[src/rtl/rv_pipe_pkg.sv]
// Shared pipeline definitions: datapath width, fetch FSM states and default PC increment.
package rv_pipe_pkg;

   localparam int XLEN            = 32;
   localparam int PC_STEP_DEFAULT = 4;

   typedef enum logic [2:0] {
      IDLE,
      FETCH,
      WAIT,
      HOLD,
      DRAIN
   } fetch_state_e;

endpackage

[src/rtl/pc_fetch_unit_if.sv]
// Bundles the redirect, instruction-memory and IF/ID handshake signals of the fetch unit.
interface pc_fetch_unit_if;
   import rv_pipe_pkg::*;

   logic            redirect;
   logic [XLEN-1:0] redirect_pc;
   logic            imem_req;
   logic [XLEN-1:0] imem_addr;
   logic            imem_rvalid;
   logic [XLEN-1:0] imem_rdata;
   logic            if_stall;
   logic            if_valid;
   logic [XLEN-1:0] if_instr;
   logic [XLEN-1:0] if_pc;

   modport master (
      input  redirect, redirect_pc, imem_rvalid, imem_rdata, if_stall,
      output imem_req, imem_addr, if_valid, if_instr, if_pc
   );

   modport slave (
      output redirect, redirect_pc, imem_rvalid, imem_rdata, if_stall,
      input  imem_req, imem_addr, if_valid, if_instr, if_pc
   );

endinterface

[src/rtl/mux_2x1.sv]
// Generic 2:1 multiplexer; sel=1 picks data_in1, sel=0 picks data_in2.
module mux_2x1 #(
   parameter int WIDTH = 32
) (
   input  logic             sel,
   input  logic [WIDTH-1:0] data_in1,
   input  logic [WIDTH-1:0] data_in2,
   output logic [WIDTH-1:0] data_out
);

   assign data_out = sel ? data_in1 : data_in2;

endmodule

[src/rtl/pc_fetch_unit.sv]
// Instruction-fetch front end: PC register, single-outstanding imem fetch, IF/ID output with 1-entry hold buffer.
// Optional FETCH_CNT_EN adds a consume counter on output fetch_cnt.
module pc_fetch_unit
   import rv_pipe_pkg::*;
#(
   parameter logic [XLEN-1:0] RESET_PC = 32'h0000_0000,
   parameter int              PC_STEP  = PC_STEP_DEFAULT
) (
   input  logic               clk,
   input  logic               rst,
   pc_fetch_unit_if.master    bus
`ifdef FETCH_CNT_EN
   ,
   output logic [31:0]        fetch_cnt
`endif
);

   fetch_state_e    state_q, state_d;
   logic [XLEN-1:0] pc_q, pc_d;
   logic [XLEN-1:0] pcSeq, pcNext;
   logic            outValid_q, outValid_d;
   logic [XLEN-1:0] outInstr_q, outInstr_d;
   logic [XLEN-1:0] outPc_q, outPc_d;
   logic            holdValid_q, holdValid_d;
   logic [XLEN-1:0] holdInstr_q, holdInstr_d;
   logic [XLEN-1:0] holdPc_q, holdPc_d;
   logic            consume;
   logic            outFree;

   assign consume = outValid_q & ~bus.if_stall;
   assign outFree = ~outValid_q | consume;
   assign pcSeq   = pc_q + XLEN'(PC_STEP);

   mux_2x1 #(.WIDTH(XLEN)) uNextPc (
      .sel      (bus.redirect),
      .data_in1 (bus.redirect_pc),
      .data_in2 (pcSeq),
      .data_out (pcNext)
   );

   // Normal progress first; a redirect then overrides pc, flushes both output and buffer, and picks the exit state.
   always_comb begin
      state_d     = state_q;
      pc_d        = pc_q;
      outValid_d  = outValid_q & ~consume;
      outInstr_d  = outInstr_q;
      outPc_d     = outPc_q;
      holdValid_d = holdValid_q;
      holdInstr_d = holdInstr_q;
      holdPc_d    = holdPc_q;

      case (state_q)
         IDLE:  state_d = FETCH;
         FETCH: state_d = WAIT;
         WAIT: begin
            if (bus.imem_rvalid) begin
               pc_d = pcNext;
               if (outFree) begin
                  outValid_d = 1'b1;
                  outInstr_d = bus.imem_rdata;
                  outPc_d    = pc_q;
                  state_d    = FETCH;
               end else begin
                  holdValid_d = 1'b1;
                  holdInstr_d = bus.imem_rdata;
                  holdPc_d    = pc_q;
                  state_d     = HOLD;
               end
            end
         end
         HOLD: begin
            if (consume && holdValid_q) begin
               outValid_d  = 1'b1;
               outInstr_d  = holdInstr_q;
               outPc_d     = holdPc_q;
               holdValid_d = 1'b0;
               state_d     = FETCH;
            end
         end
         DRAIN: begin
            if (bus.imem_rvalid) state_d = FETCH;
         end
         default: state_d = IDLE;
      endcase

      if (bus.redirect) begin
         pc_d        = pcNext;
         outValid_d  = 1'b0;
         holdValid_d = 1'b0;
         case (state_q)
            FETCH:       state_d = DRAIN;
            WAIT, DRAIN: state_d = bus.imem_rvalid ? FETCH : DRAIN;
            default:     state_d = FETCH;
         endcase
      end
   end

   always_ff @(posedge clk or posedge rst) begin
      if (rst) begin
         state_q     <= IDLE;
         pc_q        <= RESET_PC;
         outValid_q  <= 1'b0;
         outInstr_q  <= '0;
         outPc_q     <= '0;
         holdValid_q <= 1'b0;
         holdInstr_q <= '0;
         holdPc_q    <= '0;
      end else begin
         state_q     <= state_d;
         pc_q        <= pc_d;
         outValid_q  <= outValid_d;
         outInstr_q  <= outInstr_d;
         outPc_q     <= outPc_d;
         holdValid_q <= holdValid_d;
         holdInstr_q <= holdInstr_d;
         holdPc_q    <= holdPc_d;
      end
   end

   // Request strobe and address come purely from registered state so imem sees no input-to-output path.
   assign bus.imem_req  = (state_q == FETCH);
   assign bus.imem_addr = (state_q == FETCH) ? pc_q : '0;
   assign bus.if_valid  = outValid_q;
   assign bus.if_instr  = outInstr_q;
   assign bus.if_pc     = outPc_q;

`ifdef FETCH_CNT_EN
   logic [31:0] fetchCnt_q;

   always_ff @(posedge clk or posedge rst) begin
      if (rst) begin
         fetchCnt_q <= '0;
      end else if (consume) begin
         fetchCnt_q <= fetchCnt_q + 32'd1;
      end
   end

   assign fetch_cnt = fetchCnt_q;
`endif

endmodule

[src/flat_wrapper.sv]
// flat-port wrapper written by rule: the top's interface ports become plain ports
module pc_fetch_unit_flat import rv_pipe_pkg::*;
#(
   parameter logic [XLEN-1:0] RESET_PC = 32'h0000_0000,
   parameter int              PC_STEP  = PC_STEP_DEFAULT
)
  (clk, rst, bus_redirect, bus_redirect_pc, bus_imem_rvalid, bus_imem_rdata, bus_if_stall, bus_imem_req, bus_imem_addr, bus_if_valid, bus_if_instr, bus_if_pc);
  pc_fetch_unit_if bus_i ();
  input  logic clk;
  input  logic rst;
  input wire logic [$bits(bus_i.redirect)-1:0] bus_redirect;
  input wire logic [$bits(bus_i.redirect_pc)-1:0] bus_redirect_pc;
  input wire logic [$bits(bus_i.imem_rvalid)-1:0] bus_imem_rvalid;
  input wire logic [$bits(bus_i.imem_rdata)-1:0] bus_imem_rdata;
  input wire logic [$bits(bus_i.if_stall)-1:0] bus_if_stall;
  output wire logic [$bits(bus_i.imem_req)-1:0] bus_imem_req;
  output wire logic [$bits(bus_i.imem_addr)-1:0] bus_imem_addr;
  output wire logic [$bits(bus_i.if_valid)-1:0] bus_if_valid;
  output wire logic [$bits(bus_i.if_instr)-1:0] bus_if_instr;
  output wire logic [$bits(bus_i.if_pc)-1:0] bus_if_pc;
  assign bus_i.redirect = bus_redirect;
  assign bus_i.redirect_pc = bus_redirect_pc;
  assign bus_i.imem_rvalid = bus_imem_rvalid;
  assign bus_i.imem_rdata = bus_imem_rdata;
  assign bus_i.if_stall = bus_if_stall;
  assign bus_imem_req = bus_i.imem_req;
  assign bus_imem_addr = bus_i.imem_addr;
  assign bus_if_valid = bus_i.if_valid;
  assign bus_if_instr = bus_i.if_instr;
  assign bus_if_pc = bus_i.if_pc;
  pc_fetch_unit #(.RESET_PC(RESET_PC), .PC_STEP(PC_STEP)) u_core (.clk(clk), .rst(rst), .bus(bus_i));
endmodule
[config.mk]
export PLATFORM = sky130hd
export DESIGN_NAME = pc_fetch_unit_flat
export DESIGN_NICKNAME = d
export VERILOG_FILES = /design/src/rtl/rv_pipe_pkg.sv /design/src/rtl/pc_fetch_unit_if.sv /design/src/rtl/mux_2x1.sv /design/src/rtl/pc_fetch_unit.sv /design/src/flat_wrapper.sv
export SDC_FILE = /design/constraint.sdc
export NUM_CORES = 1
export LEC_CHECK = 0
export BUFFER_PORTS_ARGS = -buffer_cell sky130_fd_sc_hd__buf_2
export CAP_MARGIN = 5
export CORE_ASPECT_RATIO = 1.1
export CORE_MARGIN = 2
export CORE_UTILIZATION = 40
export DETAILED_ROUTE_END_ITERATION = 10
export PLACE_DENSITY = 0.65
export SLEW_MARGIN = 20
export SYNTH_ARGS = -nofsm -noshare
export SYNTH_HDL_FRONTEND = slang
export SYNTH_SLANG_ARGS = --single-unit
[constraint.sdc]
create_clock -name clk -period 5.31 [get_ports clk]
set_clock_uncertainty 0.1 [all_clocks]
set_input_delay 0.7965 -clock clk [delete_from_list [all_inputs] [get_ports clk]]
set_output_delay 0.7965 -clock clk [all_outputs]
set_load 0.05 [all_outputs]
* After elaboration in Yosys (flattened, before gate mapping)
Cells that the tools add are included.
Operators by class: $add $sub $neg 1, $mul 0, divide/modulo/power cells 0, magnitude comparators 0, equality and inequality tests 11, shift-type cells 0, multiplexer cells 31, bitwise logic cells 7, reductions and logical operators 12
Operators by type and width (number):
- $mux W32 | 11
- $pmux W32 S2 | 2
- $add A32 B3 Y32 const B | 1
- $mux W3 | 5
- $pmux W3 S5 | 1
- $ne A3 B3 Y1 const B | 3
- $mux W1 | 8
- $reduce_and A4 Y1 | 2
- $eq A3 B2 Y1 const B | 2
- $pmux W3 S2 | 1
- $reduce_and A3 Y1 | 2
- $reduce_bool A2 Y1 | 3
- $ne A2 B1 Y1 const B | 2
- $not A1 Y1 | 4
- $pmux W1 S2 | 2
- $eq A3 B1 Y1 const B | 1
- $eq A3 B3 Y1 const B | 1
- $logic_not A3 Y1 | 1
- $ne A3 B2 Y1 const B | 1
- $reduce_bool A3 Y1 | 1
- $and A1 B1 Y1 | 2
- $mux W2 | 1
- $ne A2 B2 Y1 const B | 1
- $reduce_and A2 Y1 | 1
- other kinds (3) | 3
Storage, ports and cells: flip-flop bits (word level) 165, bits in latches 0, memory bits (writable) 0, memory bits (read-only) 0, bits of input ports 69, output and inout bits 98, word-level logic and storage cells 70, memories 0

* Logic depth before layout (Yosys ltp)
word-level depth 8, mapped depth 7, gate-level depth less buffers 5

* Cells and area by module
Synthesis repeated with hierarchy kept, for this count alone.
Second synthesis, totals: cells, all modules 739, area, all modules 8408.1 um^2
Modules (own cells, without submodules):
- pc_fetch_unit | instances 1, cells each 703, area an instance 7863.8 um^2, seq. area each 4129.0 um^2
- mux_2x1 | instances 1, cells each 36, area an instance 544.3 um^2, seq. area each 0.0 um^2

* Worst setup path before layout
No wires, ideal clock.
path type flip-flop to output port, start register u_core.state_q[2], end output bus_imem_addr[20], arrival 2.005 ns, data required time 4.413 ns, path slack 2.408 ns, cell stages (with the launch flop) 6, buffers on the path 2, cell sequence dfrtp_1 clkbuf_1 nand2b_1 nor2_1 clkbuf_1 and2_1
Between the ends: longest elaborated chain between the ends 2
RTL lines:
- start: declaration | RTL line pc_fetch_unit.sv:18 | fetch_state_e state_q, state_d;
- start signal: assignment | RTL line pc_fetch_unit.sv:109 | state_q <= state_d;
- $eq A3 B1 Y1
- via bus_imem_req | RTL line flat_wrapper.sv:16 | output wire logic [$bits(bus_i.imem_req)-1:0] bus_imem_req;
- $mux W32 | RTL line pc_fetch_unit.sv:122 | assign bus.imem_addr = (state_q == FETCH) ? pc_q : '0;
- end: declaration | RTL line flat_wrapper.sv:17 | output wire logic [$bits(bus_i.imem_addr)-1:0] bus_imem_addr;
The timed path passes the listed nets, and every way through them passes these cells.

* Worst setup path in the final report
start register u_core.state_q[2], end output bus_imem_addr[3]
Between the ends: longest elaborated chain between the ends 2
RTL lines (RTL line):
- $eq A3 B1 Y1 | pc_fetch_unit.sv:122
- $mux W32 | pc_fetch_unit.sv:122
Every way passes these cells.

==> metrics.md <==
| Metric | Value |
|---|---|
| Hold_buf cts | `0` |
| Critical path type | `flip-flop to primary output` |
| Post-route cell area | `9607 µm²` |
| Share of layout cells above drive strength 1 | `49.88%` |
| Clock root buffer | `clkbuf_16` |
| Hold Crit Start | `u_core.bus.if_pc[12]` |
| Grt ovf | `0` |
| Register Area | `4129 µm²` |
| Crit path largest cell delay | `0.48 ns` |
| Nets | `876` |
| Post-synthesis sequential area ratio | `51.78%` |
| Area Growth Syn to Fin | `20.48%` |
| Crit path required time | `4.41 ns` |
| Post-Synth XOR/XNOR Area | `0.9885%` |
| Post-Synth Simple-Gate Area | `11.83%` |
| R2R setup slack | `2.38 ns` |
| CP cell instances | `nand2b_1 -> nor2_2 -> buf_4 -> and2_1 -> buf_2` |
| R2R depth | `4` |
| CP arrival | `2.22 ns` |
| Post-synthesis register bit count | `165` |
| CP Launch Type | `flip-flop` |
| Die X-Extent | `138.6 µm` |
| DR pass1 iterations | `4` |
| DRT iter0 DRCs | `339` |
| Fillers | `1,801` |
| Via-to-Cell Ratio | `5.297` |
| Pwr dens | `559.5 nW/µm²` |
| Worst Max-Slew Pin Slew | `1.117 ns` |
| Slew HR | `24.87%` |
| Placed cell area | `9041 µm²` |
| Largest family of logic cells by synthesized area | `multiplexers` |
| Ys Warns | `0` |
| Synth Area in Compound Gates | `4.958%` |
| Cts bufs inserted | `17` |
| Post-route DRC violation count | `0` |
| Post-Synth Adder-Cell Area | `0.1569%` |
| Fmax | `320.8 MHz` |
| FF-to-FF End | `u_core.holdPc_q[25]` |
| Setup TNS | `0 ns` |
| Max_cap viols | `0` |
| Setup violations, final | `0` |
| Hold Path Cell Cnt | `1` |
| # rows | `54` |
| Leakage power | `4.468 nW` |
| Pins Over Slew Limit | `0` |
| Largest net degree at the start of global routing | `166` |
| WHS | `0.4008 ns` |
| Core area | `19,730 µm²` |
| Final Wtd Congestion | `0.7751` |
| Initial antenna violation count | `1` |
| Final hold vios | `0` |
| Top delay family on crit path | `simple AND/OR/NAND/NOR gates` |
| Overall routing resource usage | `17.55%` |
| CTS Sinks | `165` |
| Final ANT Viol Nets | `0` |
| Crit end category | `primary output` |
| CP Max Fanout | `26` |
| Period utilization | `58.71%` |
| Clk buf depth | `2` |
| Initial Utilization | `40.42%` |
| Chip Height | `152.1 µm` |
| Most common flop cell mapped by yosys | `dfrtp_1` |
| DP Wirelength | `12.02 mm` |
| Mux cell area share after synthesis | `27.52%` |
| Number of global-route vias before repair | `5,611` |
| Status | `finished clean` |
| Reg clk slew, reported paths | `0.06 ns` |
| VDD IR max | `0.0003152 V` |
| Number of synthesized flops with an enable pin | `0` |
| Wirelength per Cell | `16.97 µm` |
| Mapped Nets | `726` |
| Port Buffers | `166` |
| Syn Area/Cell | `12.16 µm²` |
| Multi-input gate area | `3649 µm²` |
| I/O pins | `167` |
| Post-CTS sizing | `0` |
| Critical path's slowest cell | `dfrtp_1` |
| R2R Path Start | `u_core.state_q[1]` |
| Die Footprint | `21,080 µm²` |
| Via count | `5,673` |
| Worst skew pair latency | `0.42 ns` |
| Buffers and inverters on the worst path | `2` |
| Tmin final | `3.117 ns` |
| Hold Path Class | `flip-flop to flip-flop` |
| First-pass GRT wire length | `29.77 mm` |
| RSZ-0062 raised after global routing | `false` |
| H-Tree Depth | `4` |
| Post-synthesis cell area | `7974 µm²` |
| Number of setup buffers added after CTS | `0` |
| CTS tree | `done` |
| Hold Path End | `u_core.bus.if_pc[12]` |
| Syn Inst Count | `656` |
| Library cells used by synthesis | `42` |
| Async S/R FF share, synth | `100.0%` |
| Routed WL | `18.18 mm` |
==> worst reg2reg max path, cell delays in order, from the launching register on <==
cell,delay (ns)
dfrtp_1,0.63
nand4bb_1,0.43
nor2_4,0.53
buf_4,0.65
mux2_2,0.48
==> report_power, final <==
part	internal (mW)	leakage, nW	total [mW]	switching (mW)
Sequential	1.57	2.11	1.78	0.215
Combinational	0.704	2.09	2.40	1.70
Clock	0.690	0.267	1.19	0.498
Total	2.96	4.47	5.37	2.41
==> cell families (layout without fill, tap and decap cells) <==
family / after synthesis / count (layout)
mux: 195 / 195
simple gates: 169 / 169
flops: 165 / 165
compound gates: 64 / 64
buf+inv: 53 / 215
xor+xnor: 9 / 9
fa+ha+maj: 1 / 1
other cells: 0 / 1
==> layout by cell type (no fill, tap or decap), types with 8 or more instances in the layout <==
| master | count |
|---|---|
| nor2_1 | 16 |
| buf_4 | 8 |
| nor2b_1 | 8 |
| nand4_1 | 15 |
| o31ai_1 | 9 |
| nand2_1 | 28 |
| a31oi_1 | 12 |
| inv_1 | 8 |
| dfrtp_1 | 165 |
| buf_2 | 166 |
| nand3_1 | 24 |
| mux2_2 | 194 |
| or4_1 | 11 |
| and2_1 | 30 |
| clkbuf_16 | 17 |
| o21ai_0 | 25 |
==> layer usage <==
layer / up-vias / track usage [%] / share of wire, %
met1: 2802 / 22.80 / 45
met2: 178 / 27.96 / 46
met4: 0 / 4.762 / 1.3
met3: 18 / 6.335 / 8.2
li1: 2675 / - / -
met5: - / 0 / 0
==> worst max-delay path by stage <==
stage	start	end	slack, ns	cells past startpoint
3_3_place_gp	bus_imem_rvalid	u_core.holdInstr_q[18]	2.19	5
5_1_grt	u_core.state_q[0]	bus_imem_addr[0]	2.00	5
4_1_cts	u_core.state_q[2]	bus_imem_addr[3]	2.13	5
3_5_place_dp	bus_imem_rvalid	u_core.holdPc_q[25]	2.11	5
6_report	u_core.state_q[2]	bus_imem_addr[3]	2.19	5
2_1_floorplan	rst	u_core.bus.if_instr[0]	2.31	1
==> stage by stage <==
stage          power, mW  setup slack, ns  instances  util, %
2_1_floorplan      3.662            2.315        656        -
3_3_place_gp       4.211            2.187       1039    45.83
3_5_place_dp       4.231            2.113       1039    45.83
4_1_cts            5.437            2.128       1070    48.68
5_1_grt            5.637            1.997       1070    48.68
6_report           5.375            2.193       1071    48.69
==> state kept, by name, indices dropped and copies added, names as in the netlist <==
name                 count
u_core.bus.if_instr     32
u_core.bus.if_pc        32
u_core.holdInstr_q      32
u_core.holdPc_q         32
u_core.pc_q             32
u_core.state_q           3
u_core.bus.if_valid      1
u_core.holdValid_q       1
==> cells in the mapped netlist (2+ instances only) <==
cell | instances | share of area (%)
mux2_2 | 194 | 27
dfrtp_1 | 165 | 52
and2_1 | 30 | 2.4
nand2_1 | 28 | 1.3
clkbuf_1 | 27 | 1.3
o21ai_0 | 25 | 1.6
nand3_1 | 24 | 1.5
nor2_1 | 19 | 0.89
buf_2 | 17 | 1.1
nand4_1 | 15 | 1.2
a31oi_1 | 12 | 0.94
or4_1 | 11 | 1.0
inv_1 | 9 | 0.42
o31ai_1 | 9 | 0.85
nor2b_1 | 8 | 0.63
nor3_1 | 7 | 0.44
nor4_1 | 7 | 0.55
xor2_1 | 6 | 0.66
a21oi_1 | 5 | 0.31
a22oi_1 | 5 | 0.47
or3_1 | 4 | 0.31
nand2b_1 | 3 | 0.24
or2_2 | 3 | 0.24
xnor2_1 | 3 | 0.33
and3_1 | 2 | 0.16
nand3b_1 | 2 | 0.19
==> area by class of cell <==
type / count / area share [%]
clock buffers: 23 / 5.079
multi-input cells: 438 / 37.98
clock inverters: 8 / 0.7815
diodes: 1 / 0.02605
flip-flops and latches: 165 / 42.98
well taps: 252 / 3.282
repair buffers: 175 / 9.482
inverters: 9 / 0.3907
No activity file was read; power rests on OpenSTA's default activity.
